[src/rtl/cluster_clock_gate_ctrl.sv]
// cluster_clock_gate_ctrl: per-domain idle auto-gating with req/ack wake sequencing for cluster clock-gating cells
module cluster_clock_gate_ctrl #(
  parameter int N_DOMAINS   = 4,
  parameter int IDLE_CYCLES = 16,
  parameter int WAKE_CYCLES = 2,
  parameter int CNT_W       = $clog2(((IDLE_CYCLES > WAKE_CYCLES) ? IDLE_CYCLES : WAKE_CYCLES) + 1)
) (
  input  logic                 clk_i,
  input  logic                 rst_ni,
  input  logic                 test_en_i,
  input  logic [N_DOMAINS-1:0] cfg_gate_en_i,
  input  logic [N_DOMAINS-1:0] busy_i,
  input  logic [N_DOMAINS-1:0] wake_req_i,
  output logic [N_DOMAINS-1:0] wake_ack_o,
  output logic [N_DOMAINS-1:0] clk_en_o,
  output logic [N_DOMAINS-1:0] gated_o,
  output logic                 all_gated_o
);
  typedef enum logic [1:0] {RUN, IDLE_CNT, OFF, WAKE} state_e;
  state_e               state_q [N_DOMAINS];
  state_e               state_d [N_DOMAINS];
  logic [CNT_W-1:0]     cnt_q   [N_DOMAINS];
  logic [CNT_W-1:0]     cnt_d   [N_DOMAINS];
  logic [N_DOMAINS-1:0] hold;
  logic [N_DOMAINS-1:0] clk_en_q, clk_en_d, ack_q, ack_d, gated_q, gated_d;
  logic                 all_q;
  assign hold = {N_DOMAINS{test_en_i}} | ~cfg_gate_en_i | wake_req_i;
  // per-domain next state, shared idle/wake counter, and next registered outputs
  always_comb begin
    state_d  = state_q;
    cnt_d    = cnt_q;
    clk_en_d = '0;
    gated_d  = '0;
    ack_d    = '0;
    for (int d = 0; d < N_DOMAINS; d++) begin
      case (state_q[d])
        RUN: if (!hold[d] && !busy_i[d]) begin
          state_d[d] = IDLE_CNT;
          cnt_d[d]   = CNT_W'(1);
        end
        IDLE_CNT: if (hold[d] || busy_i[d]) begin
          state_d[d] = RUN;
          cnt_d[d]   = '0;
        end else if (cnt_q[d] == CNT_W'(IDLE_CYCLES - 1)) begin
          state_d[d] = OFF;
          cnt_d[d]   = '0;
        end else begin
          cnt_d[d] = cnt_q[d] + 1'b1;
        end
        OFF: if (hold[d]) begin
          state_d[d] = WAKE;
          cnt_d[d]   = '0;
        end
        WAKE: if (cnt_q[d] == CNT_W'(WAKE_CYCLES - 1)) begin
          state_d[d] = RUN;
          cnt_d[d]   = '0;
        end else begin
          cnt_d[d] = cnt_q[d] + 1'b1;
        end
        default: begin
          state_d[d] = RUN;
          cnt_d[d]   = '0;
        end
      endcase
      clk_en_d[d] = state_d[d] != OFF;
      gated_d[d]  = state_d[d] == OFF;
      ack_d[d]    = wake_req_i[d] & (state_d[d] == RUN);
    end
  end
  // state and output registers; reset forces every domain running with no ack
  always_ff @(posedge clk_i) begin
    if (!rst_ni) begin
      for (int d = 0; d < N_DOMAINS; d++) begin
        state_q[d] <= RUN;
        cnt_q[d]   <= '0;
      end
      clk_en_q <= '1;
      ack_q    <= '0;
      gated_q  <= '0;
      all_q    <= 1'b0;
    end else begin
      state_q  <= state_d;
      cnt_q    <= cnt_d;
      clk_en_q <= clk_en_d;
      ack_q    <= ack_d;
      gated_q  <= gated_d;
      all_q    <= &gated_d;
    end
  end
  assign clk_en_o    = clk_en_q;
  assign wake_ack_o  = ack_q;
  assign gated_o     = gated_q;
  assign all_gated_o = all_q;
endmodule

[config.mk]
export PLATFORM = sky130hd
export DESIGN_NAME = cluster_clock_gate_ctrl
export DESIGN_NICKNAME = d
export VERILOG_FILES = /design/src/rtl/cluster_clock_gate_ctrl.sv
export SDC_FILE = /design/constraint.sdc
export NUM_CORES = 1
export LEC_CHECK = 0
export CAP_MARGIN = 0
export CORE_ASPECT_RATIO = 0.6
export CORE_MARGIN = 3
export CORE_UTILIZATION = 50
export DETAILED_ROUTE_END_ITERATION = 10
export PLACE_DENSITY = 0.73
export SYNTH_ARGS = -nofsm -noshare
export SYNTH_HDL_FRONTEND = slang
export SYNTH_SLANG_ARGS = --single-unit
[constraint.sdc]
create_clock -name clk_i -period 2.6 [get_ports clk_i]
set_input_delay 0.39 -clock clk_i [delete_from_list [all_inputs] [get_ports clk_i]]
set_output_delay 0.39 -clock clk_i [all_outputs]
set_load 0.005 [all_outputs]
* Yosys cells after proc, flatten, opt, wreduce, memory -nomap -nowiden
Cells that the tools add are included.
Word-level totals: register bits after elaboration 41, output and inout port bits 13, word-level logic and storage cells 136
Cells by class: add/subtract/negate cells 4, eq/ne operators 36, muxes and demuxes 48, bitwise operators 7, reduce and logical (&&, ||, !) cells 29
Operator list (count):
- two-way mux 5 bit | 20
- case mux 5 bit (4 select lines) | 4
- two-way mux 2 bit | 20
- case mux 2 bit (4 select lines) | 4
- == test 2 bit, second input constant | 12
- inequality test 2 bit, second input constant | 12
- adder 5 x 1 -> 5 bit, second input constant | 4
- == test 5 x 1 -> 1 bit, second input constant | 4
- == test 5 x 4 -> 1 bit, second input constant | 4
- zero test 2 bit | 8
- == test 2 x 1 -> 1 bit, second input constant | 4
- zero test 1 bit | 8
- OR 4 bit | 2
- AND reduction 2 bit | 4
- bitwise AND 1 bit | 4
- logical AND 1 bit | 4
- logical OR 1 bit | 4
- inverter 4 bit | 1
- AND reduction 4 bit | 1

* Longest topological paths before layout
depth in word-level cells 9, depth in mapped cells 8

* Worst setup path after synthesis
OpenSTA, ideal clock, no wires.
kind register to register, start point register cnt_q[0] in the netlist's numbering, end point register cnt_q[2] in the netlist's numbering, setup time 0.120 ns, arrival time 1.635 ns, setup slack 0.845 ns, stages on the path, launching flop included 6, clock period less this slack 1.755 ns, cell sequence dfxtp_1 ha_1 or4b_2 nand3_1 a21oi_1 a211o_1
Between the ends: longest elaborated chain between the ends 4, elaborated cells between the ends (all ways) 7, classes of those cells add/sub (1); eq/ne (2); mux (4)
RTL lines:
- start: declaration | line 22 | logic [CNT_W-1:0] cnt_q [N_DOMAINS];
- start signal: assignment | line 83 | cnt_q <= cnt_d;
- adder 5 x 1 -> 5 bit / == test 5 x 4 -> 1 bit (equally long branches) | line 48, 58, 44
- two-way mux 5 bit | line 44 | end else if (cnt_q[d] == CNT_W'(IDLE_CYCLES - 1)) begin
- two-way mux 5 bit | line 41 | IDLE_CNT: if (hold[d] || busy_i[d]) begin
- case mux 5 bit (4 select lines) (*) | line 36 | case (state_q[d])
Mark *: on every way between the ends. The rest lies on a longest branch, timed or not. A chain may end at the register's enable or synchronous reset.

* Worst setup path in the final report
start point input test_en_i, end point register cnt_q[18] in the netlist's numbering
Between the ends: longest elaborated chain between the ends 6, elaborated cells between the ends (all ways) 10, classes of those cells eq/ne (2); mux (2); bitwise (2); reduce/logical (4)
RTL lines:
- start: declaration | line 10 | input logic test_en_i,
- OR 4 bit (*) (2 in series) | line 27 | assign hold = {N_DOMAINS{test_en_i}} | ~cfg_gate_en_i | wake_req_i;
- zero test 1 bit | line 37 | RUN: if (!hold[d] && !busy_i[d]) begin
- logical AND 1 bit | line 37
- inequality test 2 bit (no source line)
- AND reduction 2 bit (no source line)
Marks and branches as above.

==> run metrics <==
total power between 1 and 1.5 mW; Post-DRT Antenna Nets 0; sinks on the clock net between 40 and 50; hold_ws a little over 500 ps; Yosys reg bits between 40 and 50; fin. max-slew vios 0; gr usage total between 10% and 20%; slack of the critical path 467.1 ps; reg2reg start cnt_q[0]; root buf cell clkbuf_8; Final Core Density between 60 and 70%; H-tree levels 2; switching pwr ~0.29 mW; IO Port Bufs 27; Max Fclk 0.4688 GHz; number of global-route vias before repair approximately 1,800; internal power ~1.1 mW; Critical Path Start test_en_i; post_cts resized 0; DRC 0; Post-DP HPWL around 3500 microns; Starting Density a little under three fifths; Fillers between 300 and 400; clk_skew around 8.5 ps; Hold Fails Final Rpt 0; VDD IR-drop max 0.2877 mV; Mapped Area around 2200 sq um; ys async rst share 0%; io pins 28; Logic pwr share under 10%; EDFF count, synth 0; per-cell routed wire length around 14 microns; vias per cell roughly 5.7; RSZ-0062 raised after global routing false; clock network fraction of total power approximately 46%; most common cell after layout, fill and taps aside dfxtp_1; final net count 315; Worst Hold Class register to register; pre-CTS WS between 100 and 150 ps; hold_buf cts 0; first-pass GRT wire length a little over 8000 microns; Worst Setup End Kind register; Main synth FF type dfxtp_1; synth warn 0; initial antenna violation count 0; core box area 3914 sq um; final setup fails 0; via count just under 2,000; DRT Pass-1 Iters 4; Seq/Total Area, Yosys 37.70%; CP Data Arrival Time about 2400 ps; CTS tree built; 1st-iter DRT viols 76; Layout area overhead 23.28%; clock slew at the register clock pins of the worst setup and hold paths 80 ps; Unique masters post-synth 53; Final Critical Period ~2100 ps; Worst slew margin a little over two thirds; Worst Path Max Fanout 6; largest net degree at the start of global routing 16; CTS Buf Count 5; Max Cap Viol 0; gpl congestion 0.8655; clk_lat worst skew ~300 ps; critical path startpoint category input port; number of cells produced by synthesis 249; Setup Fix Bufs, Post-CTS 0; diode count 0; HP Start cnt_q[11]; switching part of the total between 20% and 30%; Worst Path Required approximately 2800 ps; status completed; Die H 57.11 microns; Final Cycle Share 82.03%; Total Wirelength 4790 microns; Worst Tran Pin Value 445.5 ps; clock buffer depth 2; num rows 17; Post-Route Setup TNS 0 ps; Mean Syn Cell Area between 8 and 9 sq um; commonest cells after routing, fill and taps aside 41 x dfxtp_1, 27 x clkdlybuf4s50_1, 22 x inv_1, 21 x nand2_1, 18 x nor2_1; Seq pwr share roughly 47%; GR Overflow Total 0; Worst R2R Setup Slack 630 ps; die width ~91 microns; total die area between 5000 and 6000 sq um; type of the worst setup path input port to register; layout cells sized above 1 between 10% and 20%; Pwr per Cell Area ~510 nW/um^2; Syn Nets between 200 and 300; Lkg Pwr 1.053 nW
[per-layer routing]
metal	global-route usage (%)	wire length [microns]
met1	28.17	2539
met2	27.41	1851
met3	7.115	322
met4	7.940	77
met5	0	0
[critical path: stages]
cell and delay (ps):
clkdlybuf4s50_1 530, or4b_1 720, nor3_2 400, o211ai_1 130
a31oi_1 180
[synthesized netlist by cell type, types with 2 or more instances]
| cell type | number | area share, % |
|---|---|---|
| a31oi_1 | 4 | 1.1 |
| nor2_1 | 18 | 3.1 |
| nand3_1 | 15 | 3.4 |
| a32o_1 | 2 | 0.92 |
| o2bb2ai_1 | 4 | 1.6 |
| a221o_1 | 2 | 0.92 |
| nor4b_1 | 2 | 0.80 |
| a21oi_1 | 14 | 3.2 |
| nand3b_1 | 4 | 1.4 |
| or4b_1 | 2 | 0.92 |
| nand2_1 | 21 | 3.6 |
| and3_1 | 5 | 1.4 |
| nor3_1 | 3 | 0.69 |
| ha_1 | 16 | 9.2 |
| o22ai_1 | 4 | 1.1 |
| or2_2 | 3 | 0.86 |
| clkbuf_1 | 5 | 0.86 |
| a211oi_1 | 2 | 0.69 |
| o21bai_1 | 2 | 0.69 |
| nor2b_1 | 5 | 1.4 |
| nor3b_1 | 4 | 1.4 |
| o21ai_0 | 4 | 0.92 |
| or3b_2 | 3 | 1.2 |
| o211ai_1 | 2 | 0.69 |
| inv_1 | 22 | 3.8 |
| o31a_1 | 2 | 0.80 |
| or4b_2 | 2 | 0.92 |
| a22o_1 | 3 | 1.2 |
| and2_1 | 3 | 0.86 |
| buf_2 | 2 | 0.46 |
| dfxtp_1 | 41 | 38 |
| a2111oi_0 | 2 | 0.80 |
| nand2b_1 | 5 | 1.4 |
| a211o_1 | 2 | 0.80 |
[area by class of cell]
| type | instances | area [sq um] | share of cell area (%) |
|---|---|---|---|
| multi-input combinational | 179 | 1245 | 46.39 |
| clock buffer | 5 | 68.82 | 2.564 |
| sequential | 41 | 820.8 | 30.58 |
| clock inverter | 3 | 65.06 | 2.424 |
| timing repair buffer | 35 | 330.3 | 12.31 |
| inverter | 22 | 82.58 | 3.077 |
| tap | 57 | 71.32 | 2.657 |
[path summary, 6_finish.rpt]
check	to	cells after the start
worst min-delay path	cnt_q[11]	1
worst min register to register	cnt_q[11]	1
worst max register to register	cnt_q[1]	8
worst max-delay path	cnt_q[18]	5
[kinds of logic after synthesis]
kind of cell             count (synthesis)  synth area share (%)
AO/OA/AOI/OAI                           58                 19.60
flip-flops                              41                 37.70
buffers and inverters                   29                 5.115
adder cells (fa/ha/maj)                 16                 9.195
XOR/XNOR                                 2                0.8047
AND/OR/NAND/NOR                        103                 27.59
[power by group through the flow]
stage               Clock [mW]  Combinational (mW)  Sequential (mW)
finish                   0.620              0.0969            0.644
global route             0.662               0.106            0.646
global placement             0              0.0959            0.658
CTS                      0.632              0.0964            0.644
floorplan                    0              0.0445            0.656
detailed placement           0              0.0956            0.658
[sequential cells by signal, indices dropped and copies added, names as in the netlist]
signal and cells:
all_gated_o 1, clk_en_o 4, cnt_q 20, gated_o 4, state_q 8, wake_ack_o 4
[stage by stage]
stage	instance area, sq um	cells
finish	2684	342
floorplan	2177	249
detailed placement	2550	334
CTS	2684	342
global placement	2550	334
global route	2684	342
(Power assumes the default switching activity.)
